$ cat src/rtl/cache_victim_wbbuf.sv
// Single-entry victim writeback buffer: captures one dirty line and drains it as bus beats.
// Also answers address lookups so the cache can stall accesses to a line still in flight.
module cache_victim_wbbuf #(
    parameter int NUMWAYS = 4,
    parameter int LINELEN = 256,
    parameter int BEATLEN = 64,
    parameter int PA_BITS = 32
) (
    input  logic               clk,
    input  logic               reset,
    input  logic               EvictValid,
    output logic               EvictReady,
    input  logic [NUMWAYS-1:0] EvictWay,
    input  logic [PA_BITS-1:0] EvictAdr,
    input  logic [LINELEN-1:0] EvictLine,
    output logic               BusReq,
    output logic [PA_BITS-1:0] BusAdr,
    output logic [BEATLEN-1:0] BusWData,
    output logic               BusLast,
    input  logic               BusBeatAck,
    input  logic [PA_BITS-1:0] LookupAdr,
    output logic               LookupHit,
    output logic [NUMWAYS-1:0] HeldWay,
    output logic               WbDone
);

    localparam int BEATS     = LINELEN / BEATLEN;
    localparam int BEATCNTW  = (BEATS > 1) ? $clog2(BEATS) : 1;
    localparam int OFFLEN    = $clog2(LINELEN / 8);
    localparam int BEATBYTES = BEATLEN / 8;

    localparam logic [0:0] IDLE  = 1'b0;
    localparam logic [0:0] DRAIN = 1'b1;

    localparam logic [BEATCNTW-1:0] LAST_BEAT = BEATCNTW'(BEATS - 1);

    logic [0:0]                      state_q, state_d;
    logic [BEATCNTW-1:0]             cnt_q, cnt_d;
    logic [PA_BITS-1:0]              adr_q, adr_d;
    logic [BEATS-1:0][BEATLEN-1:0]   line_q, line_d;
    logic [NUMWAYS-1:0]              way_q, way_d;

    logic draining;
    logic last_beat;
    logic beat_ack;
    logic capture;

    assign draining  = (state_q == DRAIN);
    assign last_beat = (cnt_q == LAST_BEAT);
    // Acks outside DRAIN are meaningless and must not move the counter.
    assign beat_ack  = draining && BusBeatAck;
    assign capture   = (state_q == IDLE) && EvictValid;

    always_comb begin
        state_d = state_q;
        cnt_d   = cnt_q;
        adr_d   = adr_q;
        line_d  = line_q;
        way_d   = way_q;
        unique case (state_q)
            IDLE: begin
                if (capture) begin
                    state_d = DRAIN;
                    cnt_d   = '0;
                    adr_d   = {EvictAdr[PA_BITS-1:OFFLEN], {OFFLEN{1'b0}}};
                    line_d  = EvictLine;
                    way_d   = EvictWay;
                end
            end
            DRAIN: begin
                if (beat_ack) begin
                    if (last_beat) begin
                        state_d = IDLE;
                        cnt_d   = '0;
                    end else begin
                        cnt_d = cnt_q + 1'b1;
                    end
                end
            end
            default: state_d = IDLE;
        endcase
    end

    always_ff @(posedge clk or posedge reset) begin
        if (reset) begin
            state_q <= IDLE;
            cnt_q   <= '0;
            adr_q   <= '0;
            line_q  <= '0;
            way_q   <= '0;
        end else begin
            state_q <= state_d;
            cnt_q   <= cnt_d;
            adr_q   <= adr_d;
            line_q  <= line_d;
            way_q   <= way_d;
        end
    end

    // Ready comes purely from state so a finishing line always leaves one idle cycle.
    assign EvictReady = (state_q == IDLE);
    assign BusReq     = draining;
    assign BusLast    = draining && last_beat;
    assign BusWData   = line_q[cnt_q];
    assign BusAdr     = adr_q + (PA_BITS'(cnt_q) * PA_BITS'(BEATBYTES));
    assign WbDone     = beat_ack && last_beat;
    assign HeldWay    = way_q;
    assign LookupHit  = draining && (LookupAdr[PA_BITS-1:OFFLEN] == adr_q[PA_BITS-1:OFFLEN]);

endmodule

$ cat config.mk
export PLATFORM = sky130hd
export DESIGN_NAME = cache_victim_wbbuf
export DESIGN_NICKNAME = d
export VERILOG_FILES = /design/src/rtl/cache_victim_wbbuf.sv
export SDC_FILE = /design/constraint.sdc
export NUM_CORES = 1
export LEC_CHECK = 0
export CAP_MARGIN = 20
export CORE_MARGIN = 2
export CORE_UTILIZATION = 35
export DETAILED_ROUTE_END_ITERATION = 16
export GPL_ROUTABILITY_DRIVEN = 0
export PLACE_DENSITY = 0.64
export RECOVER_POWER = 50
export REMOVE_ABC_BUFFERS = 1
export SETUP_SLACK_MARGIN = 0.3
export SYNTH_ARGS = -nofsm -noshare
export SYNTH_HDL_FRONTEND = slang
export SYNTH_SLANG_ARGS = --single-unit
$ cat constraint.sdc
create_clock -name clk -period 13.3 [get_ports clk]
set_clock_uncertainty 0.05 [all_clocks]
set_input_delay 2.66 -clock clk [delete_from_list [all_inputs] [get_ports clk]]
set_output_delay 2.66 -clock clk [all_outputs]
set_load 0.01 [all_outputs]
==> impl_metrics.py, run 1 <==
metrics = {
    "placed_design": {
        "placed_area_um2": 18100,
        "io_buffers": 419,
        "dp_hpwl_mm": 22.9,
    },
    "detailed_routing": {
        "wl_per_cell_um": 19.8,
        "drtPass1Iterations": 4,
        "wl_mm": 33.5,
        "drc": 0,
        "first_iter_violations": 345,
        "viasPerCell": 4.67,
        "postRouteAntennaNets": 0,
        "routed-via-count": 7915,
    },
    "setup_path": {
        "rr_startpoint": "BusReq",
        "reg2reg_slack_ps": 8460,
        "critPathMaxFanout": 137,
        "cp_slowest_stage_delay_ps": 3330,
        "worst-endpoint-arrival_ps": 6690,
        "path_cells": "dlygate4sd3_1 -> clkinvlp_2",
        "path_class": "in2async",
        "cp_top_family": "buffers and inverters",
        "regToRegEndpoint": "line_q[248]",
        "critical_path_required_ps": 12050,
        "rr_worst_depth": 4,
        "worst_path_max_delay_cell": "clkinvlp_2",
        "start_kind": "input pin",
        "cp-end-kind": "asynchronous set/reset pin",
        "crit_buf_inv": 2,
    },
    "clock_network": {
        "cts_tree": "yes",
        "root_buffer": "clkbuf_16",
        "clock-sinks": 290,
        "insertion_delay_ps": 510,
        "ctsLongestPathBuffers": 3,
        "cts_buffers": 35,
        "htreeDepth": 2,
        "cts_setup_buffers": 0,
        "cts.clk_slew.worst_paths_ps": 50,
        "cts_resized": 0,
        "hold_buffers": 0,
    },
    "yosys": {
        "yosys.area.top_type": "dfrtp_1",
        "async_flop_share": 1.00,
        "synth.cell_area_um2": 13600,
        "yosysMostFrequentCell": "dfrtp_1",
        "synth-seq-area-share": 0.533,
        "synth_area_leaders": "dfrtp_1 53%, mux2_4 25%, mux4_2 11%",
        "ys_seq_elements": 290,
        "ys_types": 20,
        "synth_common_cells": "290 x dfrtp_1, 230 x mux2_4, 64 x mux4_2, 57 x mux2_2, 27 x buf_6",
        "synth_flop_cell": "dfrtp_1",
        "synth_enable_flop_cells": 0,
        "synth_area_per_cell_um2": 18.4,
        "syn_inst": 739,
        "yosys_warnings": 0,
        "netlist.area_leader.share": 0.533,
    },
    "die": {
        "dieArea_um2": 40500,
        "fp-row-count": 72,
        "chipHeight_um": 201,
        "die_x_um": 201,
        "core-area_um2": 38500,
        "io_pins": 433,
        "initial_utilization": 0.354,
    },
    "pwr": {
        "peakVddDrop_mv": 0.127,
        "p_per_area_nw_per_um2": 237,
        "power_uw": 4550,
        "p_leak_uw": 0.00803,
    },
    "timing": {
        "fin_crit_sh": 0.598,
        "fin_crit_ps": 7950,
        "hold_ws_ps": 436,
        "worst_slew_pin_slew_ps": 6080,
        "fmax_mhz": 126,
        "relSlewSlack": -3.06,
        "finalSetupViolCount": 0,
        "slew_viol_final": 166,
        "rsz0062_at_grt": "no",
        "hold_viol": 0,
    },
    "hold_path": {
        "hold_depth": 1,
        "min_from": "line_q[215]",
        "hold_class": "reg2reg",
        "holdPathEnd": "line_q[215]",
    },
    "global_route": {
        "first_global_vias": 8863,
        "grt_max_degree": 155,
        "grt_pass1_wl_mm": 52.7,
        "globalRouteOverflowTotal": 0,
        "grt_use_total": 0.167,
        "antenna_found_initial": 1,
    },
    "layout": {
        "layout-drive-gt1-share": 0.347,
        "syn_to_final_growth_pct": 40.9,
        "nets": 1485,
        "finalInstanceArea_um2": 19200,
    },
    "job": {
        "maxCapViolCount": 2,
    },
    "status": {
        "violations": "capacitance limit, slew limit",
        "outcome": "finished, violations left",
    },
}
## power breakdown
part           switching, uW  internal [uW]  total (uW)  leakage (uW)
logic                    617           1360        1980       0.00398
registers                301           1330        1630       0.00349
clock network            364            580         944      0.000555
total                   1280           3270        4550       0.00803
## worst max path at each step
stage	start	endpoint	slack, ps	cells past startpoint
2_1_floorplan	EvictValid	line_q[128]	-9840	2
3_3_place_gp	LookupAdr[21]	LookupHit	5960	6
3_5_place_dp	LookupAdr[21]	LookupHit	5950	6
4_1_cts	LookupAdr[21]	LookupHit	5940	6
5_1_grt	reset	cnt_q[0]	4060	2
6_report	reset	cnt_q[0]	5350	2
## per-stage QoR
step / util / TNS (ps) / std cells / setup WS [ps]
floorplan: - / -2752340 / 692 / -9840
CTS: 0.500 / 0 / 1695 / 5940
global route: 0.498 / 0 / 1696 / 4060
finish: 0.498 / 0 / 1696 / 5350
global placement: 0.471 / 0 / 1637 / 5960
detailed placement: 0.471 / 0 / 1637 / 5950
## cells by family after synthesis
| logic type | share of synthesized area |
|---|---|
| multiplexers | 0.407 |
| flip-flops | 0.533 |
| buffers and inverters | 0.0328 |
| XOR/XNOR | 0.0174 |
| AND/OR/NAND/NOR | 0.00635 |
| AO/OA/AOI/OAI | 0.00202 |
| adder cells (fa/ha/maj) | 0.000919 |
| other | 0.000276 |
## cell usage in the layout (no fill, tap or decap)
cell type,Yosys,layout
nor2_1,3,3
and2_1,1,1
clkbuf_16,0,37
xnor2_1,12,12
xor2_1,15,15
dfrtp_4,0,2
buf_12,0,1
clkbuf_8,0,10
o21bai_1,1,1
clkinvlp_2,0,1
mux2_1,0,4
diode_2,0,1
clkbuf_1,0,8
nor4_1,5,5
nand4_1,4,4
dfrtp_1,290,288
mux4_2,64,64
mux2_4,230,213
clkinvlp_4,0,1
conb_1,1,3
ha_1,1,1
bufinv_16,0,1
a32o_1,2,2
dlygate4sd3_1,0,36
and3_1,1,1
clkinv_2,0,1
inv_1,2,1
clkdlybuf4s50_1,0,383
nor2b_1,1,1
mux2_2,57,70
buf_4,10,7
## cell type report
| type | count | area, um^2 |
|---|---|---|
| timing repair buffer | 427 | 4270 |
| clock inverter | 3 | 42.5 |
| clock buffer | 55 | 1090 |
| fill | 3294 | 19300 |
| tap | 518 | 648 |
| inverter | 2 | 8.76 |
| antenna | 1 | 2.50 |
| sequential | 290 | 7260 |
| multi-input combinational | 400 | 5850 |
## state kept, by name, summed over array words and instances, names as in the netlist
| signal | cells |
|---|---|
| BusReq | 1 |
| line_q | 256 |
| adr_q | 27 |
| cnt_q | 2 |
| HeldWay | 4 |
## per-layer routing
layer	vias to the layer above	share of wire	global-route usage
li1	3557	-	-
met1	4083	0.43	0.216
met2	229	0.48	0.271
met3	46	0.062	0.0449
met4	0	0.026	0.0625
met5	-	0	0
Note: power is estimated with default switching activity, not from simulation.
==> inputs of run 2 (changes only) <==
clock period = 7.6 ns   (was 13.3 ns; I/O delays follow)
==> run 2 against run 1 <==
  * The flow still finishes with violations (capacitance limit, slew limit)
  * Sequential power rose by 75%
  * Routed wire length decreased by 0.36%
  * Sequential share of layout area grew 0.96 points
  * Sequential cell count stayed put
  * Via count decreased by 1.1%
  * Global-route usage decreased by 0.22 points
  * Hold slack got worse by 2.3 ps
  * Largest cell class unchanged
==> impl_metrics.py, run 2 (synthesis gave the netlist of run 1 again) <==
metrics = {
    "placed_design": {
        "io_buffers": 419,
        "dp_hpwl_mm": 23.0,
        "placed_area_um2": 18100,
        "place_inst": 1636,
    },
    "pwr": {
        "p_switching_uw": 2200,
        "pwr-share-clk": 0.199,
        "p_per_area_nw_per_um2": 412,
        "p_comb_frac": 0.429,
        "p_int_uw": 5500,
        "seq_power_share": 0.371,
        "peakVddDrop_mv": 0.192,
        "p_leak_uw": 0.00771,
        "switching_share": 0.285,
    },
    "setup_path": {
        "path_class": "in2reg",
        "critPathMaxFanout": 138,
        "worst-endpoint-arrival_ps": 6230,
        "cp-end-kind": "flop",
        "critical_path_required_ps": 8040,
        "start_kind": "input pin",
    },
    "hold_path": {
        "hold_class": "reg2reg",
    },
    "die": {
        "chipHeight_um": 201,
        "core-area_um2": 38500,
        "fp-row-count": 72,
        "die_x_um": 201,
        "initial_utilization": 0.354,
        "io_pins": 433,
        "dieArea_um2": 40500,
    },
    "layout": {
        "syn_to_final_growth_pct": 37.4,
        "fin_util": 0.486,
        "layout_commonest_cell": "clkdlybuf4s50_1",
        "stdcell_count": 1690,
        "finalInstanceArea_um2": 18700,
        "largest-register": "line_q",
        "largest_reg_flops": 256,
        "nets": 1480,
        "final_cell_mix": "417 x clkdlybuf4s50_1, 288 x dfrtp_1, 122 x mux2_4, 108 x mux2_1, 64 x mux4_2",
        "antenna_cells": 0,
        "layout-drive-gt1-share": 0.253,
    },
    "clock_network": {
        "cts.clk_slew.worst_paths_ps": 60,
        "root_buffer": "clkbuf_16",
        "cts_setup_buffers": 0,
        "cts_resized": 0,
        "htreeDepth": 1,
        "hold_buffers": 0,
        "ctsLongestPathBuffers": 3,
        "clock-sinks": 290,
        "cts_tree": "yes",
        "insertion_delay_ps": 560,
        "cts_buffers": 31,
    },
    "timing": {
        "hold_viol": 0,
        "fmax_mhz": 173,
        "rsz0062_at_grt": "no",
        "fin_crit_ps": 5790,
        "worst_slew_pin_slew_ps": 4550,
        "fin_setup_tns_ps": 0,
        "hold_ws_ps": 434,
        "fin_crit_sh": 0.762,
        "relSlewSlack": -2.04,
        "finalSetupViolCount": 0,
        "slew_viol_final": 354,
    },
    "detailed_routing": {
        "wl_mm": 33.4,
        "wl_per_cell_um": 19.8,
        "drtPass1Iterations": 4,
        "viasPerCell": 4.63,
        "drc": 0,
        "first_iter_violations": 295,
        "routed-via-count": 7830,
        "postRouteAntennaNets": 0,
    },
    "global_route": {
        "grt_max_degree": 152,
        "globalRouteOverflowTotal": 0,
        "grt_use_total": 0.165,
        "first_global_vias": 8786,
        "grt_pass1_wl_mm": 52.5,
        "antenna_found_initial": 0,
    },
    "job": {
        "maxCapViolCount": 4,
    },
    "status": {
        "outcome": "finished, violations left",
        "violations": "capacitance limit, slew limit",
    },
}
[run 2: critical path, cell delays in order]
cell	delay (ps)
dlygate4sd3_1	550
nor2b_1	210
clkbuf_2	3010
mux2_2	610
[run 2: final timing paths]
check                            startpoint          end  slack (ps)  depth (start not counted)
min in group asynchronous             reset  line_q[225]        2190                          2
max in group asynchronous             reset     cnt_q[0]        3220                          3
worst max register to register       BusReq  line_q[233]        2860                          3
worst max-delay path             EvictValid  line_q[233]        1810                          4
worst min register to register  line_q[165]  line_q[165]         430                          1
worst min-delay path            line_q[165]  line_q[165]         430                          1
[run 2: power by group through the flow]
stage / registers [uW] / clock network (uW) / logic [uW]
after detailed placement: 2910 / 0 / 3550
after global placement: 2890 / 0 / 3520
after floorplan: 2810 / 0 / 2660
after CTS: 2890 / 1590 / 3570
after global routing: 2970 / 1660 / 3510
final: 2860 / 1530 / 3310
[run 2: cell type report]
class | instances | area [um^2]
inverters | 2 | 8.76
repair buffers | 426 | 4250
well taps | 518 | 648
clock buffers | 48 | 920
multi-input cells | 400 | 5510
fillers | 3391 | 19800
flip-flops and latches | 290 | 7260
clock inverters | 6 | 105
[run 2: per-layer routing]
| layer | vias to the layer above | GRT usage | wire length [um] |
|---|---|---|---|
| li1 | 3540 | - | - |
| met3 | 50 | 0.0450 | 2060 |
| met4 | 0 | 0.0418 | 852 |
| met1 | 4013 | 0.220 | 14400 |
| met5 | - | 0 | 0 |
| met2 | 227 | 0.268 | 16000 |
[run 2: through the flow]
| step | setup slack, ps | power [uW] |
|---|---|---|
| finish | 1810 | 7700 |
| global route | 1570 | 8150 |
| CTS | 2500 | 8050 |
| detailed placement | 2500 | 6460 |
| global placement | 2510 | 6410 |
| floorplan | -14400 | 5470 |
==> inputs of run 3 (changes only) <==
PLACE_DENSITY = 0.67   (was 0.64)
clock period = 5.3 ns   (was 7.6 ns; I/O delays follow)
==> run 3 against run 2 <==
  * The run still ends with capacitance limit, slew limit left
  * Routed wire length increased by 3.3%
  * Die area did not move
  * Cell area is 2.7% higher
  * Combinational power grew 50%
  * First-iteration DRC count is 0.34% higher
  * Total power is 49% higher
  * Cell count up 0.89%
  * Critical path depth rose by 2
  * Sequential cell count did not move
  * Core utilization rose by 1.3 points
  * Critical endpoint is now LookupHit
==> impl_metrics.py, run 3 (synthesis gave the netlist of run 1 again) <==
metrics = {
    "layout": {
        "seq_area_um2": 7260,
        "largest_reg_flops": 256,
        "fill_cells": 3316,
        "syn_to_final_growth_pct": 41.1,
        "layout-drive-gt1-share": 0.327,
        "final_cell_mix": "411 x clkdlybuf4s50_1, 288 x dfrtp_1, 199 x mux2_4, 64 x mux4_2, 58 x mux2_2",
        "multi_input_area_um2": 5790,
        "largest-register": "line_q",
        "layout_commonest_cell": "clkdlybuf4s50_1",
        "stdcell_count": 1705,
        "nets": 1493,
        "finalInstanceArea_um2": 19200,
    },
    "detailed_routing": {
        "viasPerCell": 4.70,
        "wl_per_cell_um": 20.2,
        "routed-via-count": 8014,
        "drc": 0,
        "first_iter_violations": 296,
        "postRouteAntennaNets": 0,
        "wl_mm": 34.5,
        "drtPass1Iterations": 4,
    },
    "clock_network": {
        "cts.clk_slew.worst_paths_ps": 50,
        "hold_buffers": 0,
        "cts_setup_buffers": 0,
        "ctsLongestPathBuffers": 3,
        "insertion_delay_ps": 520,
        "root_buffer": "clkbuf_16",
        "cts_buffers": 35,
        "cts_resized": 0,
        "cts_tree": "yes",
        "clock-sinks": 290,
        "htreeDepth": 2,
    },
    "setup_path": {
        "critPathMaxFanout": 1,
        "cp-end-kind": "output pin",
        "rr_worst_depth": 3,
        "critical_path_required_ps": 4190,
        "worst-endpoint-arrival_ps": 3270,
        "reg2reg_slack_ps": 1640,
        "start_kind": "input pin",
        "path_class": "in2out",
    },
    "global_route": {
        "grt_use_total": 0.172,
        "grt_use_met2": 0.272,
        "gr-usage-met1": 0.223,
        "met3_usage": 0.0643,
        "antenna_found_initial": 3,
        "grt_max_degree": 138,
        "globalRouteOverflowTotal": 0,
        "grt_pass1_wl_mm": 53.7,
        "first_global_vias": 8910,
        "top_usage_layer": "met2",
    },
    "die": {
        "initial_utilization": 0.354,
        "io_pins": 433,
        "dieArea_um2": 40500,
        "core-area_um2": 38500,
        "die_x_um": 201,
        "fp-row-count": 72,
        "chipHeight_um": 201,
    },
    "timing": {
        "rsz0062_at_grt": "no",
        "relSlewSlack": -1.03,
        "fin_setup_tns_ps": 0,
        "hold_viol": 0,
        "worst_slew_pin_slew_ps": 3040,
        "fin_crit_ps": 4380,
        "slew_viol_final": 173,
        "fmax_mhz": 229,
        "hold_ws_ps": 430,
        "fin_crit_sh": 0.826,
        "finalSetupViolCount": 0,
    },
    "pwr": {
        "peakVddDrop_mv": 0.294,
        "p_leak_uw": 0.00801,
        "p_per_area_nw_per_um2": 596,
        "power_uw": 11500,
    },
    "status": {
        "violations": "capacitance limit, slew limit",
        "outcome": "finished, violations left",
    },
    "hold_path": {
        "hold_depth": 1,
        "hold_class": "reg2reg",
    },
    "placed_design": {
        "io_buffers": 419,
        "dp_hpwl_mm": 24.0,
        "placed_area_um2": 18200,
        "place_inst": 1645,
    },
    "job": {
        "maxCapViolCount": 3,
    },
}
-- run 3: changes by cell type in the layout (fill, tap and decap cells not counted), moves of 2 or more --
cell,before,now
buf_4,3,7
mux2_4,122,199
clkbuf_16,31,37
dlygate4sd3_1,2,8
clkbuf_2,2,0
clkdlybuf4s50_1,417,411
bufinv_16,3,1
buf_12,1,5
mux2_1,108,30
diode_2,0,2
-- run 3: where the power goes --
part / switching (uW) / internal, uW / leakage [uW]
combinational: 1570 / 3410 / 0.00397
sequential: 778 / 3340 / 0.00349
clock: 929 / 1430 / 0.000556
total: 3270 / 8180 / 0.00801
-- run 3: stage by stage --
step	util	setup WS (ps)
finish	0.499	924
floorplan	-	-16240
CTS	0.503	923
global route	0.499	755
global placement	0.474	957
detailed placement	0.474	980
-- run 3: worst max-delay path: stages --
cell	delay (ps)
clkdlybuf4s50_1	410
xor2_1	140
nor4_1	360
nand4_1	210
nor4_1	430
clkdlybuf4s50_1	640
-- run 3: final timing paths --
check | startpoint | end
max in group asynchronous | reset | cnt_q[1]
worst max-delay path | LookupAdr[25] | LookupHit
worst max register to register | BusReq | line_q[129]
worst min register to register | line_q[43] | line_q[43]
min in group asynchronous | reset | line_q[67]
worst min-delay path | line_q[43] | line_q[43]
-- run 3: routing by layer --
metal | up-vias | routed length (um)
met5 | - | 13
met4 | 2 | 706
met3 | 47 | 2660
met2 | 248 | 16300
met1 | 4142 | 14800
li1 | 3575 | -
-- run 3: layout make-up --
class	instances	area share
Timing Repair Buffer	435	0.227
Antenna cell	2	0.000261
Multi-Input combinational cell	400	0.302
Clock inverter	6	0.00306
Inverter	2	0.000586
Tap cell	518	0.0337
Clock buffer	52	0.0553
Sequential cell	290	0.378
